===== config.mk =====
export PLATFORM = sky130hd
export DESIGN_NAME = pipereg_stage_skid
export DESIGN_NICKNAME = d
export VERILOG_FILES = /design/src/rtl/pipereg_stage_skid_pkg.sv /design/src/rtl/pipereg_stage_skid_sat_counter.sv /design/src/rtl/pipereg_stage_skid.sv
export SDC_FILE = /design/constraint.sdc
export NUM_CORES = 1
export LEC_CHECK = 0
export ABC_AREA = 1
export ABC_CLOCK_PERIOD_IN_PS = 8500
export BUFFER_PORTS_ARGS = -buffer_cell sky130_fd_sc_hd__buf_2
export CORE_AREA = 2 2 121 123
export CTS_BUF_LIST = sky130_fd_sc_hd__clkbuf_16
export DETAILED_ROUTE_END_ITERATION = 6
export DIE_AREA = 0 0 123 125
export GPL_TIMING_DRIVEN = 0
export PLACE_DENSITY = 0.79
export SETUP_SLACK_MARGIN = 0.2
export SLEW_MARGIN = 20
export SYNTH_ARGS = -nofsm -noshare
export SYNTH_HDL_FRONTEND = slang
export SYNTH_SLANG_ARGS = --single-unit

===== constraint.sdc =====
create_clock -name clk -period 8.5 [get_ports clk]
set_clock_uncertainty 0.15 [all_clocks]
set_input_delay 0.85 -clock clk [delete_from_list [all_inputs] [get_ports clk]]
set_output_delay 0.85 -clock clk [all_outputs]
set_load 0.02 [all_outputs]

===== src/rtl/pipereg_stage_skid_pkg.sv =====
// Shared pipeline-stage types, widths and per-stage bubble constants.
package pipes;

    // Entry count of a skid stage (0..2).
    typedef logic [1:0] stage_occ_t;

    // Default width of the per-stage stall counters.
    localparam int STALL_CNT_W = 32;

    typedef enum logic [2:0] {
        UNKNOWN = 3'd0,
        OP_ALU  = 3'd1,
        OP_LOAD = 3'd2,
        OP_STORE= 3'd3,
        OP_BR   = 3'd4
    } op_t;

    typedef enum logic [2:0] {
        ALU_UNKNOWN = 3'd0,
        ALU_ADD     = 3'd1,
        ALU_SUB     = 3'd2,
        ALU_AND     = 3'd3,
        ALU_OR      = 3'd4
    } alufunc_t;

    typedef struct packed {
        op_t      op;
        alufunc_t alufunc;
        logic     wb_en;
    } ctl_t;

    typedef struct packed {
        logic [63:0] pc;
        logic [31:0] instr;
        logic        is_bubble;
        ctl_t        ctl;
    } decode_t;

    // Payload presented by an empty decode stage: reset PC, marked as a bubble.
    localparam decode_t DECODE_BUBBLE = '{
        pc:        64'h0000_0000_8000_0000,
        instr:     32'h0000_0000,
        is_bubble: 1'b1,
        ctl:       '{op: UNKNOWN, alufunc: ALU_UNKNOWN, wb_en: 1'b0}
    };

endpackage : pipes


===== src/rtl/pipereg_stage_skid_sat_counter.sv =====
// Saturating up-counter, usable for any performance event.
module sat_counter
    import pipes::*;
#(
    parameter int W = 32
) (
    input  logic         clk,
    input  logic         reset,
    input  logic         inc,
    output logic [W-1:0] count
);

    logic [W-1:0] count_q;
    logic [W-1:0] count_d;

    // Next count: step by one unless already at all-ones.
    always_comb begin
        count_d = count_q;
        if (inc && (count_q != {W{1'b1}})) begin
            count_d = count_q + W'(1);
        end else begin
            count_d = count_q;
        end
    end

    // Count register, cleared only by reset.
    always_ff @(posedge clk) begin
        if (reset) begin
            count_q <= {W{1'b0}};
        end else begin
            count_q <= count_d;
        end
    end

    assign count = count_q;

endmodule : sat_counter


===== src/rtl/pipereg_stage_skid.sv =====
// Generic pipeline stage register with one-entry skid buffer, hold/flush
// controls, bubble insertion and a saturating stall counter.
module pipereg_stage_skid
    import pipes::*;
#(
    parameter int               WIDTH   = 64,
    parameter logic [WIDTH-1:0] BUBBLE  = '0,
    parameter int               CNT_W   = STALL_CNT_W,
    parameter bit               SKID_EN = 1'b1
) (
    input  logic             clk,
    input  logic             reset,
    input  logic             in_valid,
    input  logic [WIDTH-1:0] in_data,
    output logic             in_ready,
    output logic             out_valid,
    output logic [WIDTH-1:0] out_data,
    input  logic             out_ready,
    input  logic             hold,
    input  logic             flush,
    output logic [CNT_W-1:0] stall_cnt,
    output stage_occ_t       occupancy
);

    logic             main_valid_q, main_valid_d;
    logic             skid_valid_q, skid_valid_d;
    logic [WIDTH-1:0] main_q, main_d;
    logic [WIDTH-1:0] skid_q, skid_d;
    logic             in_fire_s;
    logic             out_fire_s;
    logic             stall_s;

    // Ready: from registered skid state when buffered, from out_ready otherwise.
    always_comb begin
        if (SKID_EN) begin
            in_ready = !skid_valid_q && !reset && !hold && !flush;
        end else begin
            in_ready = !reset && !hold && !flush && (out_ready || !main_valid_q);
        end
    end

    assign in_fire_s  = in_valid && in_ready;
    assign out_fire_s = main_valid_q && out_ready && !hold;

    // Next-state: flush beats hold, hold beats handshake; skid entry is always older.
    always_comb begin
        main_valid_d = main_valid_q;
        skid_valid_d = skid_valid_q;
        main_d       = main_q;
        skid_d       = skid_q;
        if (flush) begin
            main_valid_d = 1'b0;
            skid_valid_d = 1'b0;
        end else if (hold) begin
            main_valid_d = main_valid_q;
            skid_valid_d = skid_valid_q;
        end else begin
            case ({skid_valid_q, main_valid_q})
                2'b00: begin
                    if (in_fire_s) begin
                        main_d       = in_data;
                        main_valid_d = 1'b1;
                    end else begin
                        main_valid_d = 1'b0;
                    end
                end
                2'b01: begin
                    if (out_fire_s && in_fire_s) begin
                        main_d = in_data;
                    end else if (out_fire_s) begin
                        main_valid_d = 1'b0;
                    end else if (in_fire_s && SKID_EN) begin
                        skid_d       = in_data;
                        skid_valid_d = 1'b1;
                    end else begin
                        main_valid_d = 1'b1;
                    end
                end
                2'b11: begin
                    if (out_fire_s) begin
                        main_d       = skid_q;
                        skid_valid_d = 1'b0;
                    end else begin
                        skid_valid_d = 1'b1;
                    end
                end
                default: begin
                    main_valid_d = 1'b0;
                    skid_valid_d = 1'b0;
                end
            endcase
        end
    end

    // Valid bits: the only stage state that reset clears.
    always_ff @(posedge clk) begin
        if (reset) begin
            main_valid_q <= 1'b0;
            skid_valid_q <= 1'b0;
        end else begin
            main_valid_q <= main_valid_d;
            skid_valid_q <= skid_valid_d;
        end
    end

    // Payload registers, deliberately left unreset.
    always_ff @(posedge clk) begin
        main_q <= main_d;
        skid_q <= skid_d;
    end

    assign out_valid = main_valid_q;
    assign out_data  = main_valid_q ? main_q : BUBBLE;
    assign occupancy = stage_occ_t'({1'b0, main_valid_q}) + stage_occ_t'({1'b0, skid_valid_q});

    assign stall_s = (main_valid_q && !out_ready) || hold || (in_valid && !in_ready && !flush);

    sat_counter #(
        .W (CNT_W)
    ) u_stall_cnt (
        .clk   (clk),
        .reset (reset),
        .inc   (stall_s),
        .count (stall_cnt)
    );

endmodule : pipereg_stage_skid


==> impl_metrics.toml, run 1 <==
[clock_tree]
clock-root-buffer = "clkbuf_16"
cts_buffer_depth = 2
clkSinkCount = 162
htreeDepth = 4
path_clk_slew_ps = 60
tritoncts = "done"
clock_latency_ps = 430
cts_resized = 0
cts_hold_buf = 0
cts_buffers = 17
post-cts-setup-buffer-count = 0

[timing]
min_period_ps = 3040
setup_viol = 0
setup_slack_ps = 5460
setup-tns-final_ps = 0
period_share_pct = 35.7
slew_headroom_pct = 50.2
hold_viol = 0
rsz0062_at_grt = "no"
maxSlewViolCount = 0
fmax_mhz = 329
tightest_slew_ps = 747
holdWs_ps = 366

[placement]
pre_cts_slack_ps = 5170
portBuffers = 168
dp_hpwl_mm = 12.7
gp_congestion = 0.930

[global_route]
grt_max_degree = 18
grt_pass1_vias = 5825
grt_usage_pct = 22.9
grt.overflow.total = 0
grt_antenna_before_repair = 1
grt_first_pass_wirelength_mm = 27.2

[floorplan]
initial_core_util_pct = 52.8
die_y_um = 125
fp.coreArea_sq_mm = 0.0142
num_io_pins = 170
die_area_sq_mm = 0.0154
rows = 44
die_x_um = 123

[logic_synthesis]
yosys.area.top_type = "edfxtp_1"
yosysWarnings = 0
ys_seq_area_share_pct = 60.3
ys_ff_latch = 162
synthTopCellsByArea = "edfxtp_1, nand2_1, dfxtp_1"
synth_nets = 936
syn_area_per_cell_sq_um = 8.71
syn_area_sq_mm = 0.00750
netlist_instances = 861
synth_cell_types = 31
yosys.area.top_type_share_pct = 51.2

[worst_setup_path]
cp-end-kind = "primary output"
crit_required_ps = 7500
worstPathArrival_ps = 2040
cp_slowest_cell = "clkbuf_1"
r2r_slack_ps = 5870
worst_path_largest_cell_delay_ps = 430
worstPathCellList = "clkbuf_1 -> clkbuf_1 -> nand2_1 -> inv_1 -> buf_2"
crit_path_start_kind = "flop"
path_max_fanout = 10
critical_path_class = "reg -> out"
cp_common_cell = "clkbuf_1"

[layout]
layout_common_cells = "nand2_1, buf_2, edfxtp_1"
mostFrequentLayoutCell = "nand2_1"
nNetsFinal = 1134
area_delta_synth_final_pct = 24.2
drive_above_1_share_pct = 22.6

[job]
max_cap_viol_count = 0

[route]
drt-total-wl_mm = 16.9
drc = 0
via_per_inst = 4.86
ant_nets = 0
first_iter_violations = 356
dr.pass1.iters = 5
vias = 6104
post_drt_wl_per_cell_um = 13.4

[pwr]
p_per_area_mw_per_mm2 = 187
p_leak_nw = 4.48
peakVddDrop_mv = 0.172

[status]
status = "finished clean"

[worst_hold_path]
min_path_type = "reg -> reg"
-- critical path: cells and delay by family (launching register included) --
family        cells  cell delay [ps]
buf+inv           4             1060
flops             1              420
simple gates      1              120
-- registers in the layout (all words and copies together) (netlist names) --
name	count
main_q	64
skid_q	64
skid_valid_q	1
out_valid	1
u_stall_cnt.count	32
-- power by group --
group | leakage [nW] | internal, mW | total (mW) | switching (mW)
combinational | 2.76 | 0.0339 | 0.0921 | 0.0582
sequential | 1.43 | 0.862 | 0.866 | 0.00382
clock | 0.296 | 0.447 | 0.785 | 0.338
-- path summary, 6_finish.rpt --
check | start | end | depth (start not counted)
worst max-delay path | out_valid | out_data[33] | 5
worst min register to register | skid_q[8] | main_q[8] | 2
worst min-delay path | skid_q[8] | main_q[8] | 2
worst max register to register | skid_valid_q | skid_q[53] | 9
-- stage by stage --
| stage | cell area (sq um) | power (mW) | instances | utilization (%) |
|---|---|---|---|---|
| after floorplan | 7500 | 0.934 | 861 | - |
| after global placement | 8570 | 0.970 | 1213 | 60.4 |
| after detailed placement | 8700 | 0.975 | 1224 | 61.3 |
| after CTS | 9310 | 1.75 | 1256 | 65.6 |
| after global routing | 9320 | 1.80 | 1257 | 65.6 |
| final | 9320 | 1.74 | 1257 | 65.6 |
-- cell usage after synthesis, drive strengths merged --
cell type  number
o21a            1
xor2            9
ha              5
a21oi          26
inv           104
clkbuf         18
nand3b          1
xnor2           5
nand3          15
edfxtp        128
or2             1
buf            11
o21bai          1
nor2           73
a211oi          1
nand4           6
nand2         413
dfxtp          34
o22ai           1
o21ai           5
nor3            3
-- layer usage --
layer	track usage (%)	share of wire [%]	wire [um]	vias to the layer above
met2	39.0	50	8440	207
met5	0	0	0	-
met4	9.36	2.6	442	0
li1	-	-	-	3083
met3	6.52	7.4	1240	34
met1	27.2	40	6730	2780
-- logic make-up (layout without fill, tap and decap cells) --
family | after synthesis | count (layout) | share of synthesized area, %
and+or+nand+nor | 512 | 512 | 27.2
DFF | 162 | 162 | 60.3
buffers and inverters | 133 | 344 | 7.12
AOI/OAI and AO/OA | 35 | 35 | 2.95
xor gates and xnor gates | 14 | 14 | 1.63
adders and majority gates | 5 | 5 | 0.834
other | 0 | 1 | 0
-- layout make-up --
| cell class | instances | area, sq um |
|---|---|---|
| clock inverter | 15 | 185 |
| fill | 1171 | 4890 |
| multi-input combinational | 566 | 2460 |
| tap | 184 | 230 |
| antenna | 1 | 2.50 |
| buffer | 29 | 144 |
| inverter | 104 | 390 |
| clock buffer | 17 | 425 |
| timing repair buffer | 179 | 953 |
| sequential | 162 | 4520 |
Note: power is estimated with default switching activity, not from simulation.
==> run 2, diff against run 1 <==
--- a/config.mk
+++ b/config.mk
@@ -6,7 +6,7 @@
 export NUM_CORES = 1
 export LEC_CHECK = 0
 export ABC_AREA = 1
-export ABC_CLOCK_PERIOD_IN_PS = 8500
+export ABC_CLOCK_PERIOD_IN_PS = 2800
 export BUFFER_PORTS_ARGS = -buffer_cell sky130_fd_sc_hd__buf_2
 export CORE_AREA = 2 2 121 123
 export CTS_BUF_LIST = sky130_fd_sc_hd__clkbuf_16
==> constraint.sdc (replaced) <==
create_clock -name clk -period 2.8 [get_ports clk]
set_clock_uncertainty 0.15 [all_clocks]
set_input_delay 0.28 -clock clk [delete_from_list [all_inputs] [get_ports clk]]
set_output_delay 0.28 -clock clk [all_outputs]
set_load 0.02 [all_outputs]
==> impl_metrics.toml, run 2 (synthesis results as in run 1) <==
[status]
status = "finished clean"

[layout]
final_cells = 1322
nNetsFinal = 1199
area_delta_synth_final_pct = 33.1
drive_above_1_share_pct = 21.7
layout_common_cells = "nand2_1, buf_2, edfxtp_1"
mostFrequentLayoutCell = "nand2_1"
nFillCells = 1027

[job]
max_cap_viol_count = 0

[timing]
maxSlewViolCount = 0
min_period_ps = 2390
slew_headroom_pct = 53.0
hold_viol = 0
rsz0062_at_grt = "no"
fmax_mhz = 418
tightest_slew_ps = 703
setup_slack_ps = 410
period_share_pct = 85.4
setup_viol = 0

[clock_tree]
cts_buffer_depth = 2
path_clk_slew_ps = 60
tritoncts = "done"
cts_buffers = 17
htreeDepth = 4
clock-root-buffer = "clkbuf_16"
clock_latency_ps = 430
clkSinkCount = 162

[route]
via_per_inst = 4.93
drc = 0
vias = 6514
post_drt_wl_per_cell_um = 14.5
drt-total-wl_mm = 19.2
ant_nets = 0
first_iter_violations = 374
dr.pass1.iters = 4

[floorplan]
fp.coreArea_sq_mm = 0.0142
die_x_um = 123
die_y_um = 125
num_io_pins = 170
initial_core_util_pct = 52.8
die_area_sq_mm = 0.0154
rows = 44

[worst_hold_path]
min_path_type = "in -> reg"

[worst_setup_path]
cp-end-kind = "flop"
crit_required_ps = 2780
crit_path_start_kind = "flop"
path_max_fanout = 15
worstPathArrival_ps = 2370
critical_path_class = "reg -> reg"

[placement]
dp_hpwl_mm = 12.9
dp_cells = 1223
portBuffers = 168
pre_cts_slack_ps = 175
gp_congestion = 0.957

[global_route]
grt_usage_pct = 25.9
grt_antenna_before_repair = 1
grt.overflow.total = 0
grt_pass1_vias = 6453
grt_first_pass_wirelength_mm = 30.5
grt_max_degree = 17

[pwr]
p_per_area_mw_per_mm2 = 527
p_leak_nw = 4.75
peakVddDrop_mv = 0.484
==> run 2: cell type report <==
class                           instances  area [sq um]  area share, %
Antenna cell                            1          2.50         0.0251
Buffer                                 29           155           1.55
Clock buffer                           17           425           4.26
Clock inverter                         15           148           1.48
Inverter                              104           390           3.91
Multi-Input combinational cell        566          2470           24.8
Sequential cell                       162          4530           45.3
Tap cell                              184           230           2.30
Timing Repair Buffer                  244          1630           16.4
==> run 2: path summary, 6_finish.rpt <==
| check | slack (ps) | end | from | depth (start not counted) |
|---|---|---|---|---|
| max | 410 | skid_q[38] | skid_valid_q | 10 |
| min | 110 | u_stall_cnt.count[21] | reset | 4 |
| max reg2reg | 410 | skid_q[38] | skid_valid_q | 10 |
| min reg2reg | 370 | main_q[30] | skid_q[30] | 2 |
==> run 2: repair_timing <==
action,in CTS,in global routing
hold buffers,65,0
setup buffers,0,1
setup endpoints to repair,0,21
hold endpoints to repair,124,0
gates resized for setup,0,2
==> run 2: report_power, final <==
group          switching, mW  internal [mW]  leakage (nW)  total, mW
combinational          0.201          0.165          3.04      0.365
clock                   1.02           1.25         0.279       2.27
sequential            0.0122           2.62          1.43       2.63
total                   1.24           4.03          4.75       5.27
==> run 2: stage by stage <==
step / util (%) / cell area [sq um] / hold WS, ps / setup TNS (ps) / power, mW
final: 70.3 / 9990 / 110 / 0 / 5.27
after CTS: 70.2 / 9980 / 85.1 / 0 / 5.26
after floorplan: - / 7550 / 229 / -22490 / 2.84
after detailed placement: 61.6 / 8750 / 322 / 0 / 2.96
after global placement: 60.7 / 8620 / 321 / -120390 / 2.95
after global routing: 70.3 / 9990 / 115 / 0 / 5.42
==> run 2: critical path, cell delays in order (launching register included) <==
cell and delay, ps:
dfxtp_1 340, nor2_1 110, nand2_1 110, nor2_2 160, inv_2 100, nor3_4 220, buf_8 200, buf_8 170
buf_8 170, buf_6 170, buf_6 170
==> run 2: layer usage <==
metal | global-route usage (%) | part of all wire (%)
met5 | 0 | 0
met1 | 29.4 | 40
met2 | 44.2 | 50
met3 | 7.25 | 6.6
met4 | 13.0 | 3.8
==> run 3, diff against run 2 <==
--- a/config.mk
+++ b/config.mk
@@ -12,7 +12,6 @@
 export CTS_BUF_LIST = sky130_fd_sc_hd__clkbuf_16
 export DETAILED_ROUTE_END_ITERATION = 6
 export DIE_AREA = 0 0 123 125
-export GPL_TIMING_DRIVEN = 0
 export PLACE_DENSITY = 0.79
 export SETUP_SLACK_MARGIN = 0.2
 export SLEW_MARGIN = 20
==> impl_metrics.toml, run 3 (synthesis results as in run 1) <==
[timing]
maxSlewViolCount = 0
period_share_pct = 88.5
setup_viol = 0
slew_headroom_pct = 55.7
fmax_mhz = 404
tightest_slew_ps = 665
min_period_ps = 2480
rsz0062_at_grt = "yes"
hold_viol = 0

[route]
ant_nets = 0
drc = 0
dr.pass1.iters = 6
post_drt_wl_per_cell_um = 14.0
vias = 6251
drt-total-wl_mm = 18.1
first_iter_violations = 506
via_per_inst = 4.85

[floorplan]
rows = 44
num_io_pins = 170
die_y_um = 125
initial_core_util_pct = 52.8
fp.coreArea_sq_mm = 0.0142
die_x_um = 123
die_area_sq_mm = 0.0154

[worst_setup_path]
cp-end-kind = "primary output"
crit_path_start_kind = "flop"
crit_required_ps = 2370
worstPathArrival_ps = 2050
r2r_start = "u_stall_cnt.count[0]"
r2r_end = "u_stall_cnt.count[11]"
path_max_fanout = 59
r2r_cells = 10
critical_path_class = "reg -> out"
r2r_slack_ps = 480

[worst_hold_path]
min_path_cells = 6
worst_hold_startpoint = "flush"
min_path_type = "in -> reg"
hold_end = "skid_valid_q"

[clock_tree]
path_clk_slew_ps = 60
cts_buffers = 17
clock-root-buffer = "clkbuf_16"
cts_buffer_depth = 2
clkSinkCount = 162
clock_latency_ps = 430
htreeDepth = 4
tritoncts = "done"

[pwr]
p_leak_nw = 4.64
power.total_mw = 5.21
p_per_area_mw_per_mm2 = 534
peakVddDrop_mv = 0.681

[layout]
drive_above_1_share_pct = 21.6
nNetsFinal = 1165
layout_common_cells = "nand2_1, buf_2, edfxtp_1"
mostFrequentLayoutCell = "nand2_1"
area_delta_synth_final_pct = 30.1
final_cells = 1289
post-route-util_pct = 68.7
final_cell_area_sq_mm = 0.00976

[placement]
dpl_cell_area_sq_mm = 0.00854
portBuffers = 169
gp_congestion = 0.930
dp_hpwl_mm = 11.5
dp_cells = 1191

[global_route]
grt_max_degree = 66
grt_antenna_before_repair = 1
grt_first_pass_wirelength_mm = 28.5
grt_pass1_vias = 5932
grt.overflow.total = 0
grt_usage_pct = 24.1

[status]
status = "finished clean"

[job]
max_cap_viol_count = 0
==> run 3: cell type report <==
type                       count  area, sq um
antenna                        2         5.00
sequential                   162         4530
tap                          184          230
multi-input combinational    566         2470
fill                        1087         4440
clock buffer                  17          425
timing repair buffer         239         1560
clock inverter                15          146
inverter                     104          393
==> run 3: per-stage QoR <==
step           setup TNS (ps)  setup slack, ps  hold slack, ps
2_1_floorplan          -22490             -288             229
3_3_place_gp                0              559             322
3_5_place_dp                0              500             323
4_1_cts                     0              340            70.1
5_1_grt                     0              183             131
6_report                    0              323            75.0
==> run 3: timing repair <==
item / in CTS / in global routing
gates resized for setup: 1 / 1
buffers inserted: 0 / 0
cloned: 0 / 0
setup endpoints to repair: 1 / 56
hold buffers: 64 / 0
hold endpoints to repair: 117 / 0
==> run 3: worst max-delay path by stage <==
stage | startpoint | endpoint
floorplan | reset | main_q[0]
detailed placement | u_stall_cnt.count[0] | u_stall_cnt.count[26]
CTS | out_valid | occupancy[1]
global route | out_valid | occupancy[1]
finish | out_valid | occupancy[1]
global placement | out_valid | out_valid
==> run 3: worst max-delay path, stage by stage (launching register included) <==
cell and delay (ps):
dfxtp_4 560, ha_2 380, buf_6 400, buf_2 250
==> run 3: routing by layer <==
layer / share of wire [%] / routed length [um] / up-vias / GRT usage (%)
met5: 0 / 0 / - / 0
li1: - / - / 3143 / -
met4: 3.0 / 546 / 0 / 11.0
met1: 42 / 7540 / 2828 / 30.8
met3: 6.9 / 1250 / 39 / 6.16
met2: 48 / 8730 / 241 / 38.6
==> run 3: report_power, final <==
part	total [mW]	internal (mW)	switching [mW]
sequential	2.63	2.62	0.0143
combinational	0.339	0.149	0.190
clock	2.25	1.25	1.00
total	5.21	4.01	1.20
